===== src/rtl/bus_rr_arbiter.sv =====
// Round-robin arbiter/mux: one ready/valid sink shared by N masters, grant locked per burst.
// Latency: grant one edge after request is sampled; data path is combinational (no beat latency).
// Backpressure: s_ready passes only to the granted master; the others see m_ready=0. Optional BUS_ARB_TIMEOUT_EN.
module bus_rr_arbiter #(
    parameter int N       = 4,
    parameter int DW      = 32,
    parameter int TIMEOUT = 256
) (
    input  logic            clk,
    input  logic            rst_n,
    input  logic [N-1:0]    m_req,
    input  logic [N-1:0]    m_valid,
    input  logic [N-1:0]    m_last,
    input  logic [N*DW-1:0] m_data,
    output logic [N-1:0]    m_ready,
    output logic            s_valid,
    output logic [DW-1:0]   s_data,
    output logic            s_last,
    input  logic            s_ready,
    output logic [N-1:0]    gnt,
    output logic            busy,
    output logic            timeout_err
);

    localparam int PW = (N > 1) ? $clog2(N) : 1;

    typedef enum logic {
        IDLE  = 1'b0,
        GRANT = 1'b1
    } state_t;

    generate
        if (N < 2 || N > 8 || TIMEOUT < 2 || TIMEOUT > 256) begin : g_bad_param
            $error("bus_rr_arbiter: parameter out of range");
        end
    endgenerate

    state_t        state;
    logic [PW-1:0] ptr;
    logic [PW-1:0] gnt_idx;
    logic [PW-1:0] pick_idx;
    logic [PW-1:0] nxt_ptr;
    logic [PW:0]   scan_sum;
    logic          beat_hs;
    logic          last_hs;
    logic          expire;

    // Scan from the highest offset down so the offset nearest ptr is the one left standing.
    always_comb begin
        pick_idx = ptr;
        scan_sum = '0;
        for (int k = N - 1; k >= 0; k--) begin
            scan_sum = {1'b0, ptr} + (PW+1)'(k);
            if (scan_sum >= (PW+1)'(N)) begin
                scan_sum = scan_sum - (PW+1)'(N);
            end
            if (m_req[scan_sum[PW-1:0]]) begin
                pick_idx = scan_sum[PW-1:0];
            end
        end
    end

    assign nxt_ptr = (gnt_idx == PW'(N - 1)) ? '0 : gnt_idx + PW'(1);

    always_comb begin
        s_data = '0;
        for (int i = 0; i < N; i++) begin
            if (gnt[i]) begin
                s_data = s_data | m_data[i*DW +: DW];
            end
        end
    end

    assign s_valid = |(m_valid & gnt);
    assign s_last  = |(m_last & gnt);
    assign m_ready = gnt & {N{s_ready}};
    assign beat_hs = s_valid & s_ready;
    assign last_hs = beat_hs & s_last;

`ifdef BUS_ARB_TIMEOUT_EN
    localparam logic [7:0] STALL_LIMIT = 8'(TIMEOUT - 1);

    logic [7:0] stall_cnt;

    // Any accepted beat counts as progress, not just the last one.
    assign expire = (state == GRANT) && (stall_cnt == STALL_LIMIT) && !beat_hs;

    always_ff @(posedge clk or negedge rst_n) begin
        if (!rst_n) begin
            stall_cnt <= '0;
        end else if (state == IDLE || beat_hs) begin
            stall_cnt <= '0;
        end else begin
            stall_cnt <= stall_cnt + 8'd1;
        end
    end
`else
    assign expire = 1'b0;
`endif

    always_ff @(posedge clk or negedge rst_n) begin
        if (!rst_n) begin
            state       <= IDLE;
            gnt         <= '0;
            gnt_idx     <= '0;
            ptr         <= '0;
            busy        <= 1'b0;
            timeout_err <= 1'b0;
        end else begin
            timeout_err <= 1'b0;
            case (state)
                IDLE: begin
                    if (|m_req) begin
                        state   <= GRANT;
                        gnt     <= N'(1) << pick_idx;
                        gnt_idx <= pick_idx;
                        busy    <= 1'b1;
                    end
                end
                GRANT: begin
                    if (last_hs || expire) begin
                        state       <= IDLE;
                        gnt         <= '0;
                        ptr         <= nxt_ptr;
                        busy        <= 1'b0;
                        timeout_err <= expire;
                    end
                end
                default: begin
                    state <= IDLE;
                    gnt   <= '0;
                    busy  <= 1'b0;
                end
            endcase
        end
    end

endmodule


===== config.mk =====
export PLATFORM = sky130hd
export DESIGN_NAME = bus_rr_arbiter
export DESIGN_NICKNAME = d
export VERILOG_FILES = /design/src/rtl/bus_rr_arbiter.sv
export SDC_FILE = /design/constraint.sdc
export NUM_CORES = 1
export LEC_CHECK = 0
export ABC_AREA = 1
export BUFFER_PORTS_ARGS = -buffer_cell sky130_fd_sc_hd__buf_2
export CORE_MARGIN = 5
export CORE_UTILIZATION = 24
export CTS_CLUSTER_SIZE = 24
export DETAILED_ROUTE_END_ITERATION = 10
export HOLD_SLACK_MARGIN = 0.08
export PLACE_DENSITY_LB_ADDON = 0.25
export SLEW_MARGIN = 20
export SYNTH_ARGS = -nofsm -noshare
export SYNTH_HDL_FRONTEND = slang
export SYNTH_SLANG_ARGS = --single-unit

===== constraint.sdc =====
create_clock -name clk -period 4.09 [get_ports clk]
set_clock_uncertainty 0.1 [all_clocks]
set_input_delay 0.818 -clock clk [delete_from_list [all_inputs] [get_ports clk]]
set_output_delay 0.818 -clock clk [all_outputs]
set_load 0.1 [all_outputs]

==> summary.txt <==
Clocking
  – Worst skew pair latency: 0.24 ns
  – Cts hold-fix bufs: 0
  – Clock slew at reported path FFs: 0.05 ns
  – Post_cts resized: 0
  – Setup bufs post-CTS: 0
  – Clock Sinks: 10
  – Root Buffer: clkbuf_8
  – CTS Buffer Depth: 2
  – CTS tree: built
  – H-tree lvl count: 1
  – CTS buffer count: 3

Worst setup path
  – Crit path cell chain: buf_4, nand2_1, nand4_1, buf_2
  – Endpoint class of the critical path: output pin
  – CP Class: reg2out
  – Worst path top cell family by delay: flip-flops
  – CP max FO: 31
  – CP Launch Type: flop
  – Crit path buffers/inverters: 2
  – WP data arrival: 2.08 ns
  – Worst EP required: 3.17 ns
  – Slowest CP cell: dfrtp_1
  – Worst path max stage delay: 0.98 ns

Logic synthesis
  – Synth cell types: 21
  – Yosys warns: 0
  – Mapped Nets: 449
  – Syn Area/Cell: 5.19 um2
  – Sequential-to-total area share from yosys stat: 0.158
  – Post-Syn Instances: 305
  – Mapped cell area: 0.00158 mm2
  – Synthesized flop and latch total: 10

Layout
  – Most frequent cells in the layout: nand2_1 (185), buf_2 (185), nand4_1 (37)
  – Share of cells above drive strength 1: 0.452
  – Area grow syn2layout: 64.8%
  – Layout Nets: 625
  – Fill cell count: 718
  – Design Area, Final: 0.00261 mm2

STA
  – Achievable Freq: 333 MHz
  – Final TNS setup: 0 ns
  – Worst slew pin tran: 0.983 ns
  – Final setup fails: 0
  – Final count of hold timing violations: 0
  – Crit path time final: 3.00 ns
  – RSZ-0062 raised after global routing: false
  – Final Max Tran Viols: 0
  – Relative slew slack: 0.345
  – Tcrit/Tclk final: 0.734

Flow run
  – Maxcap violations: 0

Hold path
  – HP Class: in2async

Route
  – DR iter-0 viols: 102
  – Routed len/inst: 14.0 um
  – DRC Markers: 0
  – Via count: 2,565
  – Routed wire length: 7.81 mm
  – Vias per inst: 4.60
  – ANT nets after route: 0
  – TritonRoute pass-1 iters: 4

GRT
  – Total grt overflow: 0
  – Largest net degree at the start of global routing: 32
  – Initial antenna violation count: 1
  – Number of global-route vias before repair: 2,532
  – First-pass GRT wire length: 12.5 mm
  – Global Route Usage Sum: 0.179

Die
  – FP Rows: 29
  – Die Ht: 91.2 um
  – Die X: 91.2 um
  – Starting Density: 0.248
  – Total I/O pin count: 187
  – Core area: 0.00639 mm2
  – Die ar.: 0.00832 mm2

Power
  – Max IR drop VDD: 183 uV
  – Leak pwr: 1.58 nW
  – PwrDens: 251 mW/mm2

Placed design
  – HPWL after DPL: 6.75 mm
  – Port buffer count: 185
  – RePlAce Congestion: 0.904
  – Placed inst area: 0.00255 mm2

Run status
  – Status: finished clean
cell families (layout without fill, tap and decap cells):
group,Yosys count,after routing,synth area share
buffers and inverters,37,212,0.103
flip-flops,10,10,0.158
other,1,2,0.00237
AO/OA/AOI/OAI,2,2,0.00790
adder cells (fa/ha/maj),1,1,0.00790
AND/OR/NAND/NOR,254,254,0.721
worst paths after layout:
check / end / cells past startpoint / startpoint / slack (ns)
hold / removal: busy$_DFFE_PN0P_ / 1 / rst_n / 0.33
setup reg to reg: ptr[0]$_DFFE_PN0P_ / 4 / gnt[2]$_DFFE_PN0P_ / 2.09
max in group asynchronous: ptr[0]$_DFFE_PN0P_ / 1 / rst_n / 3.36
setup / recovery: s_data[29] / 4 / gnt[2]$_DFFE_PN0P_ / 1.09
hold reg to reg: busy$_DFFE_PN0P_ / 2 / busy$_DFFE_PN0P_ / 0.37
min in group clk: busy$_DFFE_PN0P_ / 2 / busy$_DFFE_PN0P_ / 0.37
synthesized netlist by cell type (all sizes together):
cell / number / share of area
nand2: 200 / 0.50
nand4: 38 / 0.15
inv: 19 / 0.050
clkbuf: 12 / 0.028
dfrtp: 10 / 0.16
nand3: 9 / 0.038
nor2: 7 / 0.032
buf: 6 / 0.024
conb: 1 / 0.0024
ha: 1 / 0.0079
o21ai: 1 / 0.0032
o31ai: 1 / 0.0047
per-stage QoR:
step,setup slack (ns),hold slack [ns],power (mW),utilization,std cells
final,1.09,0.331,0.654,0.409,558
after global routing,0.938,0.345,0.692,0.409,558
after CTS,1.05,0.336,0.660,0.408,557
after detailed placement,1.31,0.365,0.535,0.400,553
after global placement,1.39,0.358,0.533,0.400,553
after floorplan,0.830,0.361,0.419,-,305
final cells by class:
class | instances | area [um2] | share of cell area
Tap cell | 77 | 96.3 | 0.0369
Clock buffer | 4 | 55.1 | 0.0211
Multi-Input combinational cell | 258 | 1170 | 0.449
Sequential cell | 10 | 250 | 0.0959
Antenna cell | 1 | 2.50 | 0.000959
Timing Repair Buffer | 189 | 956 | 0.366
Inverter | 19 | 78.8 | 0.0302
layer usage:
metal | wire length, um | global-route usage
met4 | 181 | 0.0526
met2 | 3980 | 0.321
met3 | 769 | 0.0471
met1 | 2870 | 0.207
met5 | 0 | 0
registers in the layout (all words and copies together), names as in the netlist:
signal and count:
ptr 2, gnt 4, gnt_idx 2, state 1, busy 1
power breakdown:
group	total (mW)	leakage, nW	internal, mW	switching (mW)
clock network	0.122	0.0288	0.0845	0.0376
logic	0.413	1.43	0.105	0.308
registers	0.119	0.124	0.104	0.0147
total	0.654	1.58	0.294	0.361
(Power assumes the default switching activity.)
